===== config.mk =====
export PLATFORM = sky130hd
export DESIGN_NAME = boot_loader_ctrl
export DESIGN_NICKNAME = d
export VERILOG_FILES = /design/src/rtl/boot_loader_ctrl.sv
export SDC_FILE = /design/constraint.sdc
export NUM_CORES = 1
export LEC_CHECK = 0
export CAP_MARGIN = 25
export CORE_MARGIN = 8
export CORE_UTILIZATION = 40
export CTS_CLUSTER_SIZE = 14
export DETAILED_ROUTE_END_ITERATION = 10
export PLACE_DENSITY = 0.88
export SYNTH_ARGS = -nofsm -noshare
export SYNTH_HDL_FRONTEND = slang
export SYNTH_SLANG_ARGS = --single-unit

===== constraint.sdc =====
create_clock -name clk -period 3.6 [get_ports clk]
set_input_delay 0.72 -clock clk [delete_from_list [all_inputs] [get_ports clk]]
set_output_delay 0.72 -clock clk [all_outputs]
set_load 0.005 [all_outputs]

===== src/rtl/boot_loader_ctrl.sv =====
// boot_loader_ctrl: sequences the boot of the RV32I core.
// It streams a data image and then a program image from a valid/ready
// source into the data and instruction BRAMs. While loading it owns the
// data BRAM write port. It releases the core once both images are written.
//
// state   | meaning
// --------+-----------------------------------------------------------
// IDLE    | waiting for start; CPU stalled, CPU stores dropped
// LOAD_D  | accepting data-image words into the data BRAM
// LOAD_I  | accepting program-image words into the instruction BRAM
// RUN     | core released; CPU owns the data BRAM write port
module boot_loader_ctrl #(
  parameter int ADDR_WIDTH = 10,
  parameter int DATA_WIDTH = 32
) (
  input  logic                  clk,
  input  logic                  rst,
  input  logic                  start,
  input  logic                  halt,
  input  logic [ADDR_WIDTH-3:0] d_count,
  input  logic [ADDR_WIDTH-3:0] i_count,
  input  logic                  s_valid,
  input  logic [DATA_WIDTH-1:0] s_data,
  output logic                  s_ready,
  output logic [ADDR_WIDTH-1:0] imem_w_addr,
  output logic [DATA_WIDTH-1:0] imem_w_dat,
  output logic                  imem_w_enb,
  input  logic [ADDR_WIDTH-1:0] cpu_d_w_addr,
  input  logic [DATA_WIDTH-1:0] cpu_d_w_dat,
  input  logic                  cpu_d_w_enb,
  output logic [ADDR_WIDTH-1:0] dmem_w_addr,
  output logic [DATA_WIDTH-1:0] dmem_w_dat,
  output logic                  dmem_w_enb,
  output logic                  cpu_run,
  output logic                  busy
);

  localparam int IW = ADDR_WIDTH - 2;

  typedef enum logic [1:0] {
    ST_IDLE   = 2'd0,
    ST_LOAD_D = 2'd1,
    ST_LOAD_I = 2'd2,
    ST_RUN    = 2'd3
  } state_t;

  state_t                r_state;
  state_t                w_state_nxt;
  logic [IW-1:0]         r_d_cnt;
  logic [IW-1:0]         r_i_cnt;
  logic [IW-1:0]         r_idx;
  logic [IW-1:0]         w_idx_nxt;
  logic [IW-1:0]         w_cnt_sel;
  logic                  w_loading;
  logic                  w_accept;
  logic                  w_last;
  logic                  r_cpu_run;
  logic                  r_wr_enb_d;
  logic                  r_wr_enb_i;
  logic [ADDR_WIDTH-1:0] r_wr_addr;
  logic [DATA_WIDTH-1:0] r_wr_dat;
  logic                  w_cpu_owns_dmem;

  // Handshake and last-word detection for the image currently being loaded.
  always_comb begin
    w_loading = (r_state == ST_LOAD_D) || (r_state == ST_LOAD_I);
    w_accept  = w_loading && s_valid;
    w_cnt_sel = (r_state == ST_LOAD_D) ? r_d_cnt : r_i_cnt;
    w_last    = w_accept && (r_idx == (w_cnt_sel - IW'(1)));
  end

  // Next-state and word-index logic.
  always_comb begin
    w_state_nxt = r_state;
    w_idx_nxt   = r_idx;
    case (r_state)
      ST_IDLE: begin
        if (start) begin
          w_idx_nxt = '0;
          if (d_count != '0)      w_state_nxt = ST_LOAD_D;
          else if (i_count != '0) w_state_nxt = ST_LOAD_I;
          else                    w_state_nxt = ST_RUN;
        end
      end
      ST_LOAD_D: begin
        if (w_accept) w_idx_nxt = r_idx + IW'(1);
        if (w_last) begin
          w_idx_nxt   = '0;
          w_state_nxt = (r_i_cnt != '0) ? ST_LOAD_I : ST_RUN;
        end
      end
      ST_LOAD_I: begin
        if (w_accept) w_idx_nxt = r_idx + IW'(1);
        if (w_last) begin
          w_idx_nxt   = '0;
          w_state_nxt = ST_RUN;
        end
      end
      ST_RUN: begin
        if (halt) w_state_nxt = ST_IDLE;
      end
      default: begin
        w_state_nxt = ST_IDLE;
        w_idx_nxt   = '0;
      end
    endcase
  end

  // State, index and run-flag registers. cpu_run tracks the next state, so it
  // rises together with RUN and the first fetch sees a complete program image.
  always_ff @(posedge clk or posedge rst) begin
    if (rst) begin
      r_state   <= ST_IDLE;
      r_idx     <= '0;
      r_cpu_run <= 1'b0;
    end else begin
      r_state   <= w_state_nxt;
      r_idx     <= w_idx_nxt;
      r_cpu_run <= (w_state_nxt == ST_RUN);
    end
  end

  // Latch both image sizes when a sequence is launched.
  always_ff @(posedge clk or posedge rst) begin
    if (rst) begin
      r_d_cnt <= '0;
      r_i_cnt <= '0;
    end else if ((r_state == ST_IDLE) && start) begin
      r_d_cnt <= d_count;
      r_i_cnt <= i_count;
    end
  end

  // Registered write port: one enable pulse per accepted word, one cycle later.
  // Reset clears the pending pulse so an aborted load leaves nothing in flight.
  always_ff @(posedge clk or posedge rst) begin
    if (rst) begin
      r_wr_enb_d <= 1'b0;
      r_wr_enb_i <= 1'b0;
      r_wr_addr  <= '0;
      r_wr_dat   <= '0;
    end else begin
      r_wr_enb_d <= w_accept && (r_state == ST_LOAD_D);
      r_wr_enb_i <= w_accept && (r_state == ST_LOAD_I);
      if (w_accept) begin
        r_wr_addr <= {r_idx, 2'b00};
        r_wr_dat  <= s_data;
      end
    end
  end

  // Data BRAM arbitration. In RUN the CPU store passes straight through. The
  // loader's final data write lands in the first cycle after LOAD_D, which can
  // already be RUN, so a pending loader pulse still takes priority.
  always_comb begin
    w_cpu_owns_dmem = (r_state == ST_RUN) && !r_wr_enb_d;
    if (w_cpu_owns_dmem) begin
      dmem_w_addr = cpu_d_w_addr;
      dmem_w_dat  = cpu_d_w_dat;
      dmem_w_enb  = cpu_d_w_enb;
    end else begin
      dmem_w_addr = r_wr_addr;
      dmem_w_dat  = r_wr_dat;
      dmem_w_enb  = r_wr_enb_d;
    end
  end

  assign s_ready     = w_loading;
  assign busy        = w_loading;
  assign cpu_run     = r_cpu_run;
  assign imem_w_addr = r_wr_addr;
  assign imem_w_dat  = r_wr_dat;
  assign imem_w_enb  = r_wr_enb_i;

endmodule


======== Word level (Yosys, flattened, before mapping) ========
Cells that the tools add are included.
storage, ports and cells
  flip-flop bits (word level) ............. 69
  latch bits .............................. 0
  bits in writable memories ............... 0
  ROM bits ................................ 0
  output and inout bits ................... 89
  logic and storage cells ................. 49
  memories ................................ 0
cells by class
  $add $sub $neg .......................... 2
  multipliers ............................. 0
  div/mod/pow operators ................... 0
  $lt $le $gt $ge ......................... 0
  equality and inequality tests ........... 7
  shift operators ......................... 0
  multiplexer cells ....................... 16
  bitwise operators ....................... 0
  reductions and logical operators ........ 15
operators with widths
  operator                                             number
  two-way mux 32 bit                                   1
  two-way mux 8 bit                                    4
  nonzero test 8 bit                                   3
  case mux 8 bit (2 select lines)                      1
  two-way mux 10 bit                                   1
  two-way mux 2 bit                                    5
  adder 8 x 1 -> 8 bit, second input constant          1
  equality test 8 bit                                  1
  case mux 2 bit (4 select lines)                      1
  subtractor 8 x 1 -> 8 bit, second input constant     1
  equality test 2 bit, second input constant           3
  logical AND 1 bit                                    6
  two-way mux 1 bit                                    3
  != test 3 x 1 -> 1 bit, second input constant        1
  AND reduction 3 bit                                  1
  equality test 2 x 1 -> 1 bit, second input constant  1
  logical NOT 2 bit                                    1
  != test 2 bit, second input constant                 1
  nonzero test 2 bit                                   1
  OR reduction 2 bit                                   1
  logical NOT 1 bit                                    1
  logical OR 1 bit                                     1

======== Longest topological paths before layout ========
Gate-level depths: netlist of the first run.
  depth in word-level cells ............... 8
  mapped depth ............................ 13
  depth with buffers taken out ............ 11

======== Worst setup path after synthesis of the first run ========
No wires, ideal clock.
  path kind ............................... reg2reg
  start point ............................. register r_state[1]
  end point ............................... register r_cpu_run (netlist: cpu_run)
  setup time .............................. 130 ps
  arrival time ............................ 3162 ps
  data required time ...................... 3470 ps
  setup slack ............................. 309 ps
  cell stages (with the launch flop) ...... 13
  path buffers ............................ 2
  clock period less this slack ............ 3291 ps
  cells stage by stage .................... dfrtp_1 > inv_1 > ha_1 > buf_4 > buf_2 > mux2i_1 > ha_1 > nor4bb_1 > nor3_1 > or4_1 > a221oi_2 > mux2_1 > nor3b_2
between the ends
  word-level cells in the longest chain between the ends .. 8
RTL lines
  element                               line        text
  start, declared                       47          state_t r_state;
  start signal, assigned                117         r_state <= w_state_nxt;
  equality test 2 x 1 -> 1 bit          66, 68, 76
  two-way mux 8 bit                     68          w_cnt_sel = (r_state == ST_LOAD_D) ? r_d_cnt : r_i_cnt;
  subtractor 8 x 1 -> 8 bit             69          w_last = w_accept && (r_idx == (w_cnt_sel - IW'(1)));
  equality test 8 bit                   69
  logical AND 1 bit                     69
  two-way mux 2 bit (on tied branches)  94, 87
  case mux 2 bit (4 select lines) *     76          case (r_state)
  named net w_state_nxt[0]              48          state_t w_state_nxt;
  equality test 2 bit *                 119         r_cpu_run <= (w_state_nxt == ST_RUN);
  end signal, assigned                  119
  end, declared                         57          logic r_cpu_run;
The timed path passes the listed nets; every way through them passes the cells marked *.
A chain may end at the register's enable or synchronous reset.

======== Worst setup path after layout of the first run ========
  start point ............................. register r_state[1]
  end point ............................... register r_idx[0]
between the ends
  word-level cells in the longest chain between the ends .. 7
RTL lines
  element                                                                                  line        text
  equality test 2 x 1 -> 1 bit                                                             66, 68, 76
  two-way mux 8 bit                                                                        68
  subtractor 8 x 1 -> 8 bit                                                                69
  equality test 8 bit                                                                      69
  logical AND 1 bit                                                                        69
  != test 3 x 1 -> 1 bit (no line) / two-way mux 8 bit (equally long branches)             --
  AND reduction 3 bit (no line) / case mux 8 bit (2 select lines) (equally long branches)  --
  end signal, assigned                                                                     118         r_idx <= w_idx_nxt;
  end, declared                                                                            51          logic [IW-1:0] r_idx;
Several ways; a longest one is shown, not always the timed one.

==> results of run 1 <==
-- cell families after synthesis --
logic type / share of synthesized area
AO/OA/AOI/OAI: 0.0606
XOR/XNOR: 0.0290
adder cells (fa/ha/maj): 0.0228
buffers and inverters: 0.0277
flip-flops: 0.450
multiplexers: 0.308
other: 0.000977
AND/OR/NAND/NOR: 0.101
-- flip-flops by register name, indices dropped and copies added (netlist names) --
signal       count
r_d_cnt          8
imem_w_enb       1
r_state          2
imem_w_addr      8
r_idx            8
r_i_cnt          8
imem_w_dat      32
r_wr_enb_d       1
cpu_run          1
-- critical path, delay by kind of cell, from the launching register on --
kind                       cells  cell delay [ns]
DFF                            1             0.44
adders and majority gates      1             0.28
buffers and inverters          3             0.58
xor gates and xnor gates       1             0.20
and+or+nand+nor                2             0.57
AOI/OAI and AO/OA              3             0.97
muxes                          1             0.27
-- routing by layer --
metal  track usage  share of wire  vias up
met5             0              0        -
met4        0.0541          0.016        0
met3        0.0724          0.079       16
met2         0.330           0.52      125
met1         0.193           0.38     1564
li1              -              -     1500
-- what timing repair did --
item	in CTS	in global routing
buffers inserted	0	1
resized for setup	0	2
endpoints found under the setup margin	0	6
-- layout by cell type, fill, tap and decap left out, types with 5 or more instances in the layout --
master           instances
clkdlybuf4s50_1        182
mux2_2                  97
dfrtp_1                 69
nand2_1                  9
clkbuf_8                 9
mux2i_1                  7
xnor2_1                  7
nor2_1                   6
nor3_1                   6
nor2b_1                  6
ha_1                     6
and3_1                   5
a22o_1                   5
inv_1                    5
o21ai_0                  5
-- worst max path at each step --
stage	from	end	slack, ns	cells after the start
CTS	r_state[1]	r_idx[0]	0.17	10
global placement	r_state[1]	cpu_run	0.34	9
global route	r_state[1]	r_idx[0]	0.04	11
finish	r_state[1]	r_idx[0]	0.18	11
floorplan	r_state[1]	cpu_run	0.31	12
detailed placement	r_state[1]	r_idx[0]	0.19	9
-- final cells by class --
type	instances	area [um2]
Fill cell	714	3230
Multi-Input combinational cell	220	2020
Timing Repair Buffer	187	1880
Sequential cell	69	1730
Tap cell	129	161
Clock buffer	10	128
Clock inverter	6	111
Inverter	6	22.5
-- power by group --
part	switching, W	internal [W]	total [W]
clock	0.000292	0.000460	0.000752
sequential	0.000358	0.00115	0.00151
combinational	0.00119	0.00196	0.00315
-- through the flow --
stage	instances	total power [W]	util	hold slack, ns
CTS	626	0.00543	0.651	0.532
global route	627	0.00575	0.652	0.551
finish	627	0.00540	0.652	0.528
global placement	610	0.00452	0.625	0.512
detailed placement	610	0.00466	0.625	0.515
floorplan	313	0.00310	-	0.479
==> metrics, run 1 <==
DRT Wirelength=12100 um; Num CTS Buffers=9; total grt overflow=0; CTS Sinks=69; pin count of the biggest net entering global routing=41; register bit total from synthesis=69; initial core utilization=0.413; Final period util=0.951; Synth Cell Area=3840 um2; overall via count from detail_route=3205; fmax=292 MHz; WP data arrival=3.66 ns; Synth area leader=dfrtp_1; Synth-to-Final Area Change=57.7%; core area=9280 um2; CTS tree=built; fraction of registers with async set/reset=1.00; CP max stage cell=or4b_1; drt via density=5.11; power density cells=893 nW/um2; sequential fraction of the synthesis area=0.450; H-tree level count=3; status=finished, final reports clean; Startpoint Class=flip-flop; hold buffers post-CTS=0; hold path start=imem_w_dat[14]; GR Util All Layers=0.184; Worst-Margin Slew=0.728 ns; Routed Antenna Nets=0; Hold Crit Depth=1; post-DR wirelength/cell=19.2 um; final hold vios=0; Worst-path clk slew=0.07 ns; R2R Setup Slk=0.18 ns; Period minus WS final=3.42 ns; max-cap violation count=0; Synth area leaders=dfrtp_1, mux2_2, ha_1, mux2i_1, xnor2_1; max_slew headroom=0.514; Die ar.=13000 um2; final setup violation count=0; Hold EP=imem_w_dat[14]; TNS Setup=0 ns; initial antenna violation count=0; global-route wire length before repair=18500 um; Leak Pwr=2.46 nW; list of most frequent post-synthesis cells=mux2_2, dfrtp_1, nand2_1; Final nets=596; DP HPWL=9830 um; slowest stage delay, CP=0.50 ns; Final Cell Area=6050 um2; CP endpoint kind=flip-flop; antenna cells=0; Yosys warnings=0; clk root buf=clkbuf_8; synth unique cells=51; CP Class=reg -> reg; FF-to-FF path depth=11; later-pin clock latency in the skew report=0.35 ns; IO Count=185; share of cells above drive strength 1=0.261; Die Y=114 um; DR pass1 iterations=4; most used cell, CP=buf_4; final worst slack=0.175 ns; share of the synthesized area in the top cell type=0.450; ys flop type=dfrtp_1; Place WS=0.188 ns; Hold Crit Class=reg -> reg; port bufs=182; Synth Area per Inst=12.3 um2; DRT iter0 DRCs=169; Cell Chain, Critical Path=inv_1 > ha_2 > buf_4 > or4b_1 > a222oi_1 > xnor2_1 > a41oi_1 > a311oi_4 > buf_4 > nor2_2 > mux2_2; die width=114 um; number of flops mapped to enable cells by yosys=0; fin. max-slew vios=0; Worst VDD drop=406 uV; unrepaired setup endpoints after global routing=false; Worst R2R End=r_idx[0]; worst-case clock buffer depth=2; DP Area=5800 um2; Critical Path RT=3.83 ns; top-count cell post-synth=mux2_2; Cells after Synth=312; Max FO, Critical Path=16; global placement routability congestion=0.930; DRC=0; Critical R2R Launch=r_state[1]; Core Rows=35; Setup Skew=0.00997 ns; vias in the first global route=3366
Note: power is estimated with default switching activity, not from simulation.
==> inputs of run 2 (changes only) <==
--- a/config.mk
+++ b/config.mk
@@ -10,7 +10,7 @@
 export CORE_UTILIZATION = 40
 export CTS_CLUSTER_SIZE = 14
 export DETAILED_ROUTE_END_ITERATION = 10
-export PLACE_DENSITY = 0.88
+export PLACE_DENSITY = 0.79
 export SYNTH_ARGS = -nofsm -noshare
 export SYNTH_HDL_FRONTEND = slang
 export SYNTH_SLANG_ARGS = --single-unit
==> run 2 against run 1 <==
  * Cell area fell by 1.1%
  * First-iteration DRC count fell by 43%
  * Register-to-register slack improved by 0.06 ns
  * Critical path depth fell by 1
  * Non-clock buffer count did not move
  * Critical endpoint is now cpu_run
  * Wire length fell by 5.3%
  * Maximum frequency rose by 1.7%
  * Combinational power fell by 3%
  * Core utilization fell by 0.70 points
  * Setup slack improved by 0.057 ns
==> metrics, run 2 (synthesis gave the netlist of run 1 again) <==
Worst VDD drop=515 uV (+27%); hold buffers post-CTS=0 (unchanged); CTS resizes=0 (unchanged); multi-input logic area=2010 um2 (-0.31%); initial core utilization=0.413 (unchanged); overall via count from detail_route=3183 (-0.69%); Hold Crit Depth=1 (unchanged); Critical Path RT=3.81 ns (-0.02 ns); Routed Antenna Nets=0 (unchanged); most used cell, CP=ha_1; Worst R2R End=cpu_run; global placement routability congestion=0.841 (-9.6%); Num CTS Buffers=9 (unchanged); fin cells=627 (unchanged); Core Util, Final=0.645 (-0.00701); CTS Sinks=69 (unchanged); worst-case clock buffer depth=2 (unchanged); Die Y=114 um (unchanged); TNS Setup=0 ns (unchanged); die width=114 um (unchanged); Synth-to-Final Area Change=56.0%; DRC=0 (unchanged); fmax=297 MHz (+1.7%); final setup violation count=0 (unchanged); CP endpoint kind=flip-flop; slowest stage delay, CP=0.50 ns (about the same); CP Buf/Inv Count=1 (-2); share of cells above drive strength 1=0.255 (-0.00602); clk root buf=clkbuf_8; IO Count=185 (unchanged); Hold EP=r_d_cnt[7]; # placed instances=611 (+0.16%); hold path start=r_d_cnt[7]; CP delay by family, top=simple AND/OR/NAND/NOR gates; Setup Skew=0.00561 ns (-0.00436 ns); most common cell after layout, fill and taps aside=clkdlybuf4s50_1; Worst-Margin Slew=0.791 ns (+0.0630 ns); CP max stage cell=or4_1; unrepaired setup endpoints after global routing=false; FILL cells=745 (+4.3%); Final nets=596 (unchanged); initial antenna violation count=0 (unchanged); max-cap violation count=0 (unchanged); antenna cells=0 (unchanged); post-DR wirelength/cell=18.2 um (-5.3%); Final Cell Area=5990 um2 (-1.1%); drt via density=5.08 (-0.69%); DRT iter0 DRCs=97 (-43%); R2R Setup Slk=0.23 ns (+0.06 ns); Max FO, Critical Path=6 (-10); later-pin clock latency in the skew report=0.33 ns (-0.02 ns); Worst-path clk slew=0.07 ns (about the same); total grt overflow=0 (unchanged); Critical R2R Launch=r_state[1]; CTS tree=built; Leak Pwr=2.44 nW (-0.97%); FF-to-FF path depth=10 (-1); DRT Wirelength=11400 um (-5.3%); DP HPWL=9340 um (-5.0%); DR pass1 iterations=4 (unchanged); Startpoint Class=flip-flop; max_slew headroom=0.472 (-0.0421); Die ar.=13000 um2 (unchanged); status=finished, final reports clean; global-route wire length before repair=17500 um (-5.8%); fin. max-slew vios=0 (unchanged); WP data arrival=3.58 ns (-0.08 ns); Core Rows=35 (unchanged); Period minus WS final=3.37 ns (-0.0569 ns); GR Util All Layers=0.169 (-0.0144); pin count of the biggest net entering global routing=41 (unchanged); power density cells=864 nW/um2 (-3.2%); H-tree level count=3 (unchanged); DP Area=5800 um2 (about the same); most frequent cells in the layout=clkdlybuf4s50_1, mux2_2, dfrtp_1, clkbuf_8, nand2_1; Cell Chain, Critical Path=inv_1 > ha_1 > mux2i_1 > ha_1 > nor4bb_1 > nor3_1 > or4_1 > a221oi_2 > mux2_1 > nor3b_2; Final period util=0.935 (-0.0158); Storage cell area=1730 um2 (unchanged); post-CTS setup repair buffer count=0 (unchanged); final hold vios=0 (unchanged); vias in the first global route=3247 (-3.5%); Hold Crit Class=reg -> reg; max reg flops=32 (unchanged); port bufs=182 (unchanged); CP Class=reg -> reg; core area=9280 um2 (unchanged)
[run 2: cell count changes in the layout (fill, tap and decap cells not counted), sizes merged]
cell,previous run,this run
bufinv,3,1
clkbuf,10,12
[run 2: area by class of cell]
class,instances,share of cell area
clock buffers,12,0.0242
clock inverters,4,0.00794
inverters,6,0.00376
multi-input cells,220,0.336
flip-flops and latches,69,0.288
well taps,129,0.0269
repair buffers,187,0.313
[run 2: metrics by stage]
step	power, W	hold WS [ns]	setup slack [ns]
finish	0.00518	0.507	0.232
CTS	0.00525	0.511	0.240
global route	0.00553	0.539	0.0448
detailed placement	0.00461	0.495	0.252
floorplan	0.00310	0.479	0.309
global placement	0.00452	0.489	0.353
[run 2: power by group]
part / internal, W / leakage (nW) / switching, W
Combinational: 0.00193 / 1.51 / 0.00113
Sequential: 0.00115 / 0.830 / 0.000351
Clock: 0.000337 / 0.0964 / 0.000280
[run 2: routing by layer]
metal,global-route usage,vias to the layer above,share of wire
met2,0.302,124,0.51
met1,0.187,1540,0.41
met5,0,-,0
met3,0.0565,10,0.079
li1,-,1509,-
met4,0.0444,0,0.0079
[run 2: worst max path at each step]
stage | to | start | cells past startpoint | slack, ns
global route | cpu_run | r_state[1] | 10 | 0.04
floorplan | cpu_run | r_state[1] | 12 | 0.31
detailed placement | cpu_run | r_state[1] | 10 | 0.25
CTS | cpu_run | r_state[1] | 10 | 0.24
global placement | cpu_run | r_state[1] | 9 | 0.35
finish | cpu_run | r_state[1] | 10 | 0.23
